### src/rtl/core_pkg.sv
// Shared definitions for core_cluster: misc-command fields, mask command
// encodings, core opcode classes and the result serializer state type.
package core_pkg;

  // Misc command prefix on opcode[15:14]
  localparam logic [1:0] MISC_PREFIX = 2'b11;

  // Misc command field positions
  localparam int STORE_BIT = 7;
  localparam int MASK_HI   = 6;
  localparam int MASK_LO   = 5;
  localparam int OUT_BIT   = 4;
  localparam int IDX_HI    = 12;
  localparam int IDX_LO    = 9;

  // Mask command encodings on opcode[6:5]
  localparam logic [1:0] MASK_NONE = 2'b00;
  localparam logic [1:0] MASK_ONE  = 2'b01;
  localparam logic [1:0] MASK_ALL  = 2'b10;
  localparam logic [1:0] MASK_ADD  = 2'b11;

  // Core arithmetic opcode classes on opcode[15:14]
  localparam logic [1:0] OP_LDI  = 2'b00;
  localparam logic [1:0] OP_ADDG = 2'b01;
  localparam logic [1:0] OP_MULI = 2'b10;

  // Result serializer states
  typedef enum logic {
    SER_IDLE  = 1'b0,
    SER_SHIFT = 1'b1
  } ser_state_t;

endpackage

### src/rtl/core.sv
// Single compute core: one 2*BIT_WIDTH accumulator driven by the shared
// opcode stream.
//   LDI  (00): accu <= zero-extended opcode[13:0]
//   ADDG (01): accu <= accu + greg[opcode[12:9]]
//   MULI (10): accu <= accu * opcode[7:0]
//   misc (11): handled by the cluster, accumulator holds
module core
  import core_pkg::*;
#(
  parameter int BIT_WIDTH = 8
) (
  input  logic                     clk,
  input  logic                     rst,
  input  logic [15:0]              opcode,
  input  logic                     execute,
  input  logic [16*BIT_WIDTH-1:0]  greg_bus,
  output logic [2*BIT_WIDTH-1:0]   accu
);

  localparam int AW = 2 * BIT_WIDTH;

  logic [AW-1:0] imm_ldi;
  logic [AW-1:0] imm_mul;
  logic [AW-1:0] gval;
  logic [AW-1:0] accu_next;

  assign imm_ldi = AW'(opcode[13:0]);
  assign imm_mul = AW'(opcode[7:0]);
  assign gval    = AW'(greg_bus[opcode[IDX_HI:IDX_LO]*BIT_WIDTH +: BIT_WIDTH]);

  // Next accumulator value for the opcode presented this cycle
  always_comb begin
    accu_next = accu;
    if (execute) begin
      case (opcode[15:14])
        OP_LDI:  accu_next = imm_ldi;
        OP_ADDG: accu_next = accu + gval;
        OP_MULI: accu_next = accu * imm_mul;
        default: accu_next = accu;
      endcase
    end else begin
      accu_next = accu;
    end
  end

  // Accumulator register
  always_ff @(posedge clk) begin
    if (rst) begin
      accu <= '0;
    end else begin
      accu <= accu_next;
    end
  end

endmodule

### src/rtl/out_serializer.sv
// Result serializer: captures OUT_WIDTH bits on an accepted command and
// shifts them out LSB first, one per cycle. A command accepted in the
// last-bit cycle reloads directly, giving a gapless stream. Commands that
// arrive while busy are dropped and latch the sticky overrun flag.
module out_serializer
  import core_pkg::*;
#(
  parameter int OUT_WIDTH = 1
) (
  input  logic                 clk,
  input  logic                 rst,
  input  logic                 start,
  input  logic [OUT_WIDTH-1:0] data,
  output logic                 valid_bit,
  output logic                 output_bit,
  output logic                 out_ready,
  output logic                 overrun
);

  localparam int CW = (OUT_WIDTH > 1) ? $clog2(OUT_WIDTH) : 1;

  ser_state_t           state;
  ser_state_t           state_next;
  logic [CW-1:0]        cnt;
  logic [CW-1:0]        cnt_next;
  logic [OUT_WIDTH-1:0] sreg;
  logic [OUT_WIDTH-1:0] sreg_next;
  logic                 accept;

  // Ready depends on state only, never on the incoming opcode
  assign out_ready  = (state == SER_IDLE) | ((state == SER_SHIFT) & (cnt == '0));
  assign accept     = start & out_ready;
  assign output_bit = sreg[0];

  // Next-state, counter and shift-register logic
  always_comb begin
    state_next = state;
    cnt_next   = cnt;
    sreg_next  = sreg;
    case (state)
      SER_IDLE: begin
        if (accept) begin
          state_next = SER_SHIFT;
          cnt_next   = CW'(OUT_WIDTH - 1);
          sreg_next  = data;
        end else begin
          state_next = SER_IDLE;
          cnt_next   = '0;
          sreg_next  = '0;
        end
      end
      SER_SHIFT: begin
        if (cnt != '0) begin
          cnt_next  = cnt - CW'(1);
          sreg_next = sreg >> 1;
        end else if (accept) begin
          state_next = SER_SHIFT;
          cnt_next   = CW'(OUT_WIDTH - 1);
          sreg_next  = data;
        end else begin
          state_next = SER_IDLE;
          cnt_next   = '0;
          sreg_next  = '0;
        end
      end
      default: begin
        state_next = SER_IDLE;
        cnt_next   = '0;
        sreg_next  = '0;
      end
    endcase
  end

  // State, counter, data and flag registers
  always_ff @(posedge clk) begin
    if (rst) begin
      state     <= SER_IDLE;
      cnt       <= '0;
      sreg      <= '0;
      valid_bit <= 1'b0;
      overrun   <= 1'b0;
    end else begin
      state     <= state_next;
      cnt       <= cnt_next;
      sreg      <= sreg_next;
      valid_bit <= (state_next == SER_SHIFT);
      overrun   <= overrun | (start & ~out_ready);
    end
  end

endmodule

### src/rtl/core_cluster.sv
// core_cluster: NR_CORES cores on one opcode stream, the global register
// file with lowest-enabled-core store arbitration, the core-enable mask and
// the result serializer.
// Optional feature macro: CORE_CLUSTER_MASK_EN -- mask command 2'b11 ORs
// core 'sel' into the enable mask; without it 2'b11 leaves the mask alone.
module core_cluster
  import core_pkg::*;
#(
  parameter int NR_CORES    = 4,
  parameter int BIT_WIDTH   = 8,
  parameter int GLOBAL_REGS = 12,
  parameter int OUT_WIDTH   = 1
) (
  input  logic        clk,
  input  logic        rst,
  input  logic [15:0] opcode,
  input  logic        execute,
  output logic        valid_bit,
  output logic        output_bit,
  output logic        out_ready,
  output logic        overrun
);

  localparam int CORE_ADDR_WIDTH = (NR_CORES > 1) ? $clog2(NR_CORES) : 1;
  localparam int AW              = 2 * BIT_WIDTH;

  logic [NR_CORES-1:0]        en_mask;
  logic [NR_CORES-1:0]        mask_next;
  logic [BIT_WIDTH-1:0]       greg [GLOBAL_REGS];
  logic [16*BIT_WIDTH-1:0]    greg_bus;
  logic [AW-1:0]              accu [NR_CORES];
  logic [AW-1:0]              sel_accu;
  logic [AW-1:0]              store_accu;
  logic [CORE_ADDR_WIDTH-1:0] sel;
  logic [3:0]                 idx;
  logic [1:0]                 mask_cmd;
  logic                       is_misc;
  logic                       do_store;
  logic                       do_out;
  logic                       store_ok;
  logic                       unused_accu_hi;

  assign is_misc  = execute & (opcode[15:14] == MISC_PREFIX);
  assign sel      = opcode[CORE_ADDR_WIDTH+8:9];
  assign idx      = opcode[IDX_HI:IDX_LO];
  assign mask_cmd = opcode[MASK_HI:MASK_LO];
  assign do_store = is_misc & opcode[STORE_BIT];
  assign do_out   = is_misc & opcode[OUT_BIT];
  // Stores need a non-empty mask and an implemented register index
  assign store_ok = do_store & (|en_mask) & (int'(idx) < GLOBAL_REGS);

  // Upper accumulator bits are only consumed for wide serializer settings
  assign unused_accu_hi = ^{sel_accu, store_accu};

  // Store source is the lowest enabled core; output source is core 'sel'
  always_comb begin
    store_accu = '0;
    sel_accu   = '0;
    for (int y = NR_CORES - 1; y >= 0; y--) begin
      if (en_mask[y]) begin
        store_accu = accu[y];
      end else begin
        store_accu = store_accu;
      end
    end
    for (int y = 0; y < NR_CORES; y++) begin
      if (sel == CORE_ADDR_WIDTH'(y)) begin
        sel_accu = accu[y];
      end else begin
        sel_accu = sel_accu;
      end
    end
  end

  // Mask update from the misc mask command
  always_comb begin
    mask_next = en_mask;
    if (is_misc) begin
      case (mask_cmd)
        MASK_NONE: mask_next = en_mask;
        MASK_ONE: begin
          for (int y = 0; y < NR_CORES; y++) begin
            mask_next[y] = (sel == CORE_ADDR_WIDTH'(y));
          end
        end
        MASK_ALL: mask_next = '1;
`ifdef CORE_CLUSTER_MASK_EN
        MASK_ADD: begin
          for (int y = 0; y < NR_CORES; y++) begin
            mask_next[y] = en_mask[y] | (sel == CORE_ADDR_WIDTH'(y));
          end
        end
`else
        MASK_ADD: mask_next = en_mask;
`endif
        default: mask_next = en_mask;
      endcase
    end else begin
      mask_next = en_mask;
    end
  end

  // Enable mask and global register file; the store sees the old mask
  always_ff @(posedge clk) begin
    if (rst) begin
      en_mask <= '1;
      for (int g = 0; g < GLOBAL_REGS; g++) begin
        greg[g] <= '0;
      end
    end else begin
      en_mask <= mask_next;
      for (int g = 0; g < GLOBAL_REGS; g++) begin
        if (store_ok && (idx == 4'(g))) begin
          greg[g] <= store_accu[BIT_WIDTH-1:0];
        end
      end
    end
  end

  // Flatten the register file for the cores; unimplemented entries read 0
  always_comb begin
    greg_bus = '0;
    for (int g = 0; g < GLOBAL_REGS; g++) begin
      greg_bus[g*BIT_WIDTH +: BIT_WIDTH] = greg[g];
    end
  end

  for (genvar y = 0; y < NR_CORES; y++) begin : g_core
    core #(
      .BIT_WIDTH(BIT_WIDTH)
    ) u_core (
      .clk      (clk),
      .rst      (rst),
      .opcode   (opcode),
      .execute  (execute & en_mask[y]),
      .greg_bus (greg_bus),
      .accu     (accu[y])
    );
  end

  out_serializer #(
    .OUT_WIDTH(OUT_WIDTH)
  ) u_out_serializer (
    .clk        (clk),
    .rst        (rst),
    .start      (do_out),
    .data       (sel_accu[OUT_WIDTH-1:0]),
    .valid_bit  (valid_bit),
    .output_bit (output_bit),
    .out_ready  (out_ready),
    .overrun    (overrun)
  );

endmodule

### config.mk
export PLATFORM = sky130hd
export DESIGN_NAME = core_cluster
export DESIGN_NICKNAME = d
export VERILOG_FILES = /design/src/rtl/core_pkg.sv /design/src/rtl/core.sv /design/src/rtl/out_serializer.sv /design/src/rtl/core_cluster.sv
export SDC_FILE = /design/constraint.sdc
export NUM_CORES = 1
export LEC_CHECK = 0
export CORE_ASPECT_RATIO = 1.1
export CORE_MARGIN = 2
export CORE_UTILIZATION = 38
export CTS_CLUSTER_DIAMETER = 150
export DETAILED_ROUTE_END_ITERATION = 10
export DONT_BUFFER_PORTS = 1
export PLACE_DENSITY = 0.6
export SYNTH_ARGS = -nofsm -noshare
export SYNTH_HDL_FRONTEND = slang
export SYNTH_HIERARCHICAL = 1
export SYNTH_SLANG_ARGS = --single-unit
### constraint.sdc
create_clock -name clk -period 9.1 [get_ports clk]
set_input_delay 0.455 -clock clk [delete_from_list [all_inputs] [get_ports clk]]
set_output_delay 0.455 -clock clk [all_outputs]
set_load 0.01 [all_outputs]
==> results of run 1 <==
through the flow:
stage | std cells | total power [W] | hold slack, ns | utilization [%] | cell area (µm²)
4_1_cts | 287 | 0.000241 | 0.242 | 36.9 | 2300
3_3_place_gp | 283 | 0.000159 | 0.520 | 35.8 | 2230
2_1_floorplan | 286 | 0.000170 | 0.498 | - | 2540
3_5_place_dp | 283 | 0.000160 | 0.530 | 35.8 | 2230
6_report | 287 | 0.000239 | 0.250 | 36.9 | 2300
5_1_grt | 287 | 0.000250 | 0.242 | 36.9 | 2300
layer usage:
layer / share of wire, % / vias up / wire [µm]
met2: 51 / 22 / 2270
met1: 46 / 746 / 2040
met5: 0 / - / 0
li1: - / 756 / -
met4: 1.3 / 0 / 59
met3: 2.0 / 4 / 90
cells in the final DEF (no fill, tap or decap), types with 4 or more instances in the layout:
cell type and n:
nor2_1 7, edfxtp_1 12, a21oi_1 5, o21bai_1 6, conb_1 18, inv_1 10
ha_1 17, nor3_1 20, dfxtp_1 10, and2_1 6, nand4_4 5, nand2_1 19
nor2b_1 10, a22oi_1 4, mux4_2 17, nand4_1 4, mux4_1 4
registers in the layout, summed over array words and instances (netlist names):
| register | cells |
|---|---|
| greg | 12 |
| en_mask | 4 |
| g_core.u_core/accu | 4 |
| u_out_serializer/output_bit | 1 |
| u_out_serializer/state | 1 |
area by class of cell:
type | instances | share of cell area [%]
clock buffer | 4 | 2.88
multi-input combinational | 169 | 66.3
timing repair buffer | 1 | 0.326
sequential | 22 | 24.4
tap | 80 | 4.35
inverter | 11 | 1.80
power by group:
group	leakage, nW	internal [W]	total (W)	switching, W
Sequential	0.205	0.000108	0.000112	0.00000376
Clock	0.0339	0.0000477	0.0000809	0.0000332
Combinational	0.661	0.0000260	0.0000455	0.0000195
path summary, 6_finish.rpt:
| path | startpoint | to | slack (ns) | depth (start not counted) |
|---|---|---|---|---|
| min | rst | g_core[2].u_core/accu[0] | 0.25 | 1 |
| max | greg[2][8] | g_core[3].u_core/accu[0] | 6.83 | 7 |
| max reg2reg | greg[2][8] | g_core[3].u_core/accu[0] | 6.83 | 7 |
| min reg2reg | en_mask[3] | en_mask[3] | 0.55 | 2 |
worst max-delay path, delay by kind of cell, from the launching register on:
kind	cells	cell delay (ns)
AO/OA/AOI/OAI	2	0.29
adder cells (fa/ha/maj)	1	0.28
flip-flops	1	0.44
multiplexers	2	1.03
AND/OR/NAND/NOR	2	0.13
==> results.py, run 1 <==
metrics = {
    "floorplanning": {
        "coreArea_mm2": 0.00623,
        "pin_count": 23,
        "die_area_mm2": 0.00720,
        "die_x_um": 81.1,
        "rows": 30,
        "die_h_um": 88.8,
        "start_util_pct": 39.9,
    },
    "route": {
        "wirelength_um": 4460,
        "drc": 0,
        "first_iter_violations": 67,
        "vias_per_cell": 5.32,
        "wl_per_cell_um": 15.5,
        "route.vias.total": 1528,
        "firstDrtPassIters": 4,
        "ant_nets": 0,
    },
    "setup_path": {
        "cp_max_fo": 4,
        "arrival_ns": 2.43,
        "cp_cell_sequence": "mux4_1 > mux4_2 > ha_1 > nand2_1 > o21ai_0 > a22oi_1 > nor2_1",
        "crit_path_start_kind": "register",
        "end_kind": "register",
        "cp.required_ns": 9.26,
        "worstSetupPathType": "register to register",
        "cp_slowest_stage_delay_ns": 0.54,
        "worst_path_max_delay_cell": "mux4_1",
    },
    "layout": {
        "synthToLayoutAreaGrowth_pct": -7.45,
        "nets": 244,
        "diodes": 0,
        "drive_gt1_share_pct": 15.9,
        "multi_input_area_mm2": 0.00152,
        "fillerInstances": 661,
        "regArea_um2": 561,
    },
    "sta": {
        "period_share_pct": 24.9,
        "clock.fmax_mhz": 441,
        "setup_slack_ns": 6.83,
        "max_slew.worst_pin.slew_ns": 0.884,
        "rsz0062_at_grt": "no",
        "finalSetupTns_ns": 0,
        "fin_crit_ns": 2.27,
        "slew_headroom_pct": 41.0,
        "setup_viol": 0,
        "worst_clock_skew_ns": 0.00980,
        "hold_viol_final": 0,
        "drv_slew": 0,
    },
    "clocking": {
        "clk_pin_slew_ns": 0.09,
        "max-clock-path-buffers": 2,
        "cts_resized": 0,
        "cts.hold.buffers_added": 0,
        "clk_latency_ns": 0.27,
        "cts_made_buffers": 3,
        "h-tree-depth": 1,
        "clock-root-buffer": "clkbuf_8",
        "cts_tree": "yes",
        "postCtsSetupBuffers": 0,
        "cts.sinks": 22,
    },
    "global_routing": {
        "grt_pass1_vias": 1567,
        "grtUsageTotal_pct": 13.8,
        "use_met2_pct": 23.4,
        "antenna_found_initial": 0,
        "met1_usage_pct": 18.7,
        "grt_pass1_wl_um": 7640,
        "grt_overflow": 0,
        "grt_max_degree": 33,
        "grtUsageMet3_pct": 1.12,
        "top_usage_layer": "met2",
    },
    "placed_design": {
        "hpwl_um": 3340,
        "placement.io_buffers": 0,
        "place.gp.congestion": 0.777,
        "dpl_worst_slack_ns": 6.79,
    },
    "synthesis": {
        "synth_cells": 271,
        "avgSynthCellArea_um2": 9.17,
        "yosysWarnings": 6,
        "netlist_area_mm2": 0.00248,
    },
    "pwr": {
        "power.density_mw_per_mm2": 104,
        "p_leak_nw": 0.901,
        "ir_drop_uv": 51.1,
    },
    "min_path": {
        "hp-class": "primary input to register",
    },
    "outcome": {
        "status": "finished clean",
    },
    "run": {
        "drv_cap": 0,
    },
}
Power figures use the tool's default switching activity.
==> run 2: changes to the inputs <==
--- a/config.mk
+++ b/config.mk
@@ -11,7 +11,7 @@
 export CTS_CLUSTER_DIAMETER = 150
 export DETAILED_ROUTE_END_ITERATION = 10
 export DONT_BUFFER_PORTS = 1
-export PLACE_DENSITY = 0.6
+export PLACE_DENSITY = 0.62
 export SYNTH_ARGS = -nofsm -noshare
 export SYNTH_HDL_FRONTEND = slang
 export SYNTH_HIERARCHICAL = 1
==> constraint.sdc (replaced) <==
create_clock -name clk -period 2 [get_ports clk]
set_input_delay 0.1 -clock clk [delete_from_list [all_inputs] [get_ports clk]]
set_output_delay 0.1 -clock clk [all_outputs]
set_load 0.01 [all_outputs]
==> run 2 against run 1 <==
The run now ends with negative hold slack, negative setup slack left. Worst hold slack lost 0.36 ns. Wire length grew 1.1%. Clock skew shrank 0.0079 ns. Combinational power grew to 5.2 times the previous value. Worst setup slack lost 7.0 ns. Core utilization grew 2.2 points. Highest routed layer unchanged.
==> results.py, run 2 (same netlist as run 1, synthesis figures left out) <==
metrics = {
    "placed_design": {
        "dp.cells": 287,
        "hpwl_um": 3360,
        "place.gp.congestion": 0.859,
        "dpl-instance-area_mm2": 0.00228,
        "placement.io_buffers": 0,
    },
    "sta": {
        "setup_slack_ns": -0.140,
        "max_slew.worst_pin.slew_ns": 0.585,
        "rsz0062_at_grt": "yes",
        "hold_viol_final": 4,
        "period_share_pct": 107,
        "clock.fmax_mhz": 467,
        "drv_slew": 0,
        "hold_ws_ns": -0.108,
        "fin_crit_ns": 2.14,
        "slew_headroom_pct": 60.8,
        "setup_viol": 4,
        "worst_clock_skew_ns": 0.00194,
    },
    "min_path": {
        "hp-class": "primary input to register",
    },
    "clocking": {
        "max-clock-path-buffers": 2,
        "clk_pin_slew_ns": 0.09,
        "cts_made_buffers": 3,
        "h-tree-depth": 1,
        "clock-root-buffer": "clkbuf_8",
        "clk_latency_ns": 0.27,
        "cts_tree": "yes",
        "cts.sinks": 22,
    },
    "global_routing": {
        "grt_overflow": 0,
        "grt_max_degree": 33,
        "grtUsageTotal_pct": 13.8,
        "antenna_found_initial": 0,
        "grt_pass1_wl_um": 7640,
        "grt_pass1_vias": 1504,
    },
    "setup_path": {
        "worstSetupPathType": "register to register",
        "arrival_ns": 2.35,
        "cp_max_fo": 4,
        "cp.required_ns": 2.21,
        "end_kind": "register",
        "crit_path_start_kind": "register",
    },
    "route": {
        "vias_per_cell": 5.33,
        "first_iter_violations": 80,
        "firstDrtPassIters": 4,
        "drc": 0,
        "route.met2.wl_um": 2290,
        "wl_met1_um": 1970,
        "top_layer_used": "met4",
        "wl_per_cell_um": 15.2,
        "ant_nets": 0,
        "route.met3.wl_um": 214,
        "wirelength_um": 4510,
        "route.vias.total": 1579,
    },
    "layout": {
        "regMostFlops": "greg",
        "largest_reg_flops": 12,
        "drive_gt1_share_pct": 22.7,
        "most-common-layout-cells": "nor3_1, mux4_2, conb_1",
        "synthToLayoutAreaGrowth_pct": -1.81,
        "nets": 253,
        "top_regs": "greg (12), en_mask (4), g_core.u_core/accu (4)",
        "utilization_pct": 39.2,
        "diodes": 0,
        "fillerInstances": 629,
        "instances_no_fill": 296,
        "fin_area_mm2": 0.00244,
    },
    "outcome": {
        "status": "finished, violations left",
        "failed_checks": "negative hold slack, negative setup slack",
    },
    "floorplanning": {
        "rows": 30,
        "start_util_pct": 39.9,
        "die_area_mm2": 0.00720,
        "coreArea_mm2": 0.00623,
        "pin_count": 23,
        "die_h_um": 88.8,
        "die_x_um": 81.1,
    },
    "run": {
        "drv_cap": 0,
    },
    "pwr": {
        "power.density_mw_per_mm2": 485,
        "ir_drop_uv": 309,
        "p_leak_nw": 0.937,
    },
}
## run 2: changes by cell type in the layout (fill, tap and decap cells not counted), sizes merged
cell | previous run | this run
buf | 1 | 5
bufinv | 0 | 1
dlygate4sd3 | 0 | 5
clkbuf | 4 | 3
## run 2: worst paths after layout
| path | startpoint | end | slack, ns | depth (start not counted) |
|---|---|---|---|---|
| worst max-delay path | greg[0][24] | g_core[3].u_core/accu[0] | -0.14 | 7 |
| worst max register to register | greg[0][24] | g_core[3].u_core/accu[0] | -0.14 | 7 |
| worst min register to register | g_core[2].u_core/accu[0] | g_core[2].u_core/accu[0] | 0.60 | 2 |
| worst min-delay path | rst | g_core[2].u_core/accu[0] | -0.11 | 1 |
## run 2: critical path, stage by stage, from the launching register on
cell and delay [ns]:
edfxtp_1 0.43, mux4_2 0.50, mux4_2 0.51, ha_4 0.29, nand2_2 0.04, o21ai_1 0.13
a22oi_1 0.10, nor2_1 0.08
## run 2: where the power goes
group | internal (W) | switching, W | leakage (nW)
clock network | 0.000268 | 0.000166 | 0.0357
registers | 0.000493 | 0.0000193 | 0.205
logic | 0.000137 | 0.000100 | 0.696
total | 0.000897 | 0.000285 | 0.937
## run 2: timing repair
item | CTS | global route
hold buffers | 4 | 1
hold endpoints to repair | 8 | 5
buffers inserted | 0 | 0
endpoints found under the setup margin | 4 | 4
pin swaps | 2 | 2
resized for setup | 6 | 4
## run 2: per-layer routing
layer | GRT usage (%) | vias up
li1 | - | 766
met1 | 17.9 | 767
met2 | 23.0 | 41
met3 | 2.96 | 5
met4 | 4.62 | 0
met5 | 0 | -
## run 2: per-stage QoR
| step | total power, W | setup TNS (ns) | setup WS (ns) |
|---|---|---|---|
| 3_5_place_dp | 0.000736 | -0.583 | -0.170 |
| 5_1_grt | 0.00124 | -0.806 | -0.216 |
| 4_1_cts | 0.00117 | -0.511 | -0.143 |
| 3_3_place_gp | 0.000733 | -0.432 | -0.120 |
| 6_report | 0.00118 | -0.449 | -0.140 |
| 2_1_floorplan | 0.000779 | -0.00311 | -0.00311 |
## run 2: cell type report
type	instances	area, µm²	share of cell area [%]
inverter	11	41.3	1.69
tap	80	100	4.10
timing repair buffer	10	87.6	3.59
clock buffer	3	41.3	1.69
clock inverter	1	30.0	1.23
multi-input combinational	169	1580	64.7
sequential	22	561	23.0
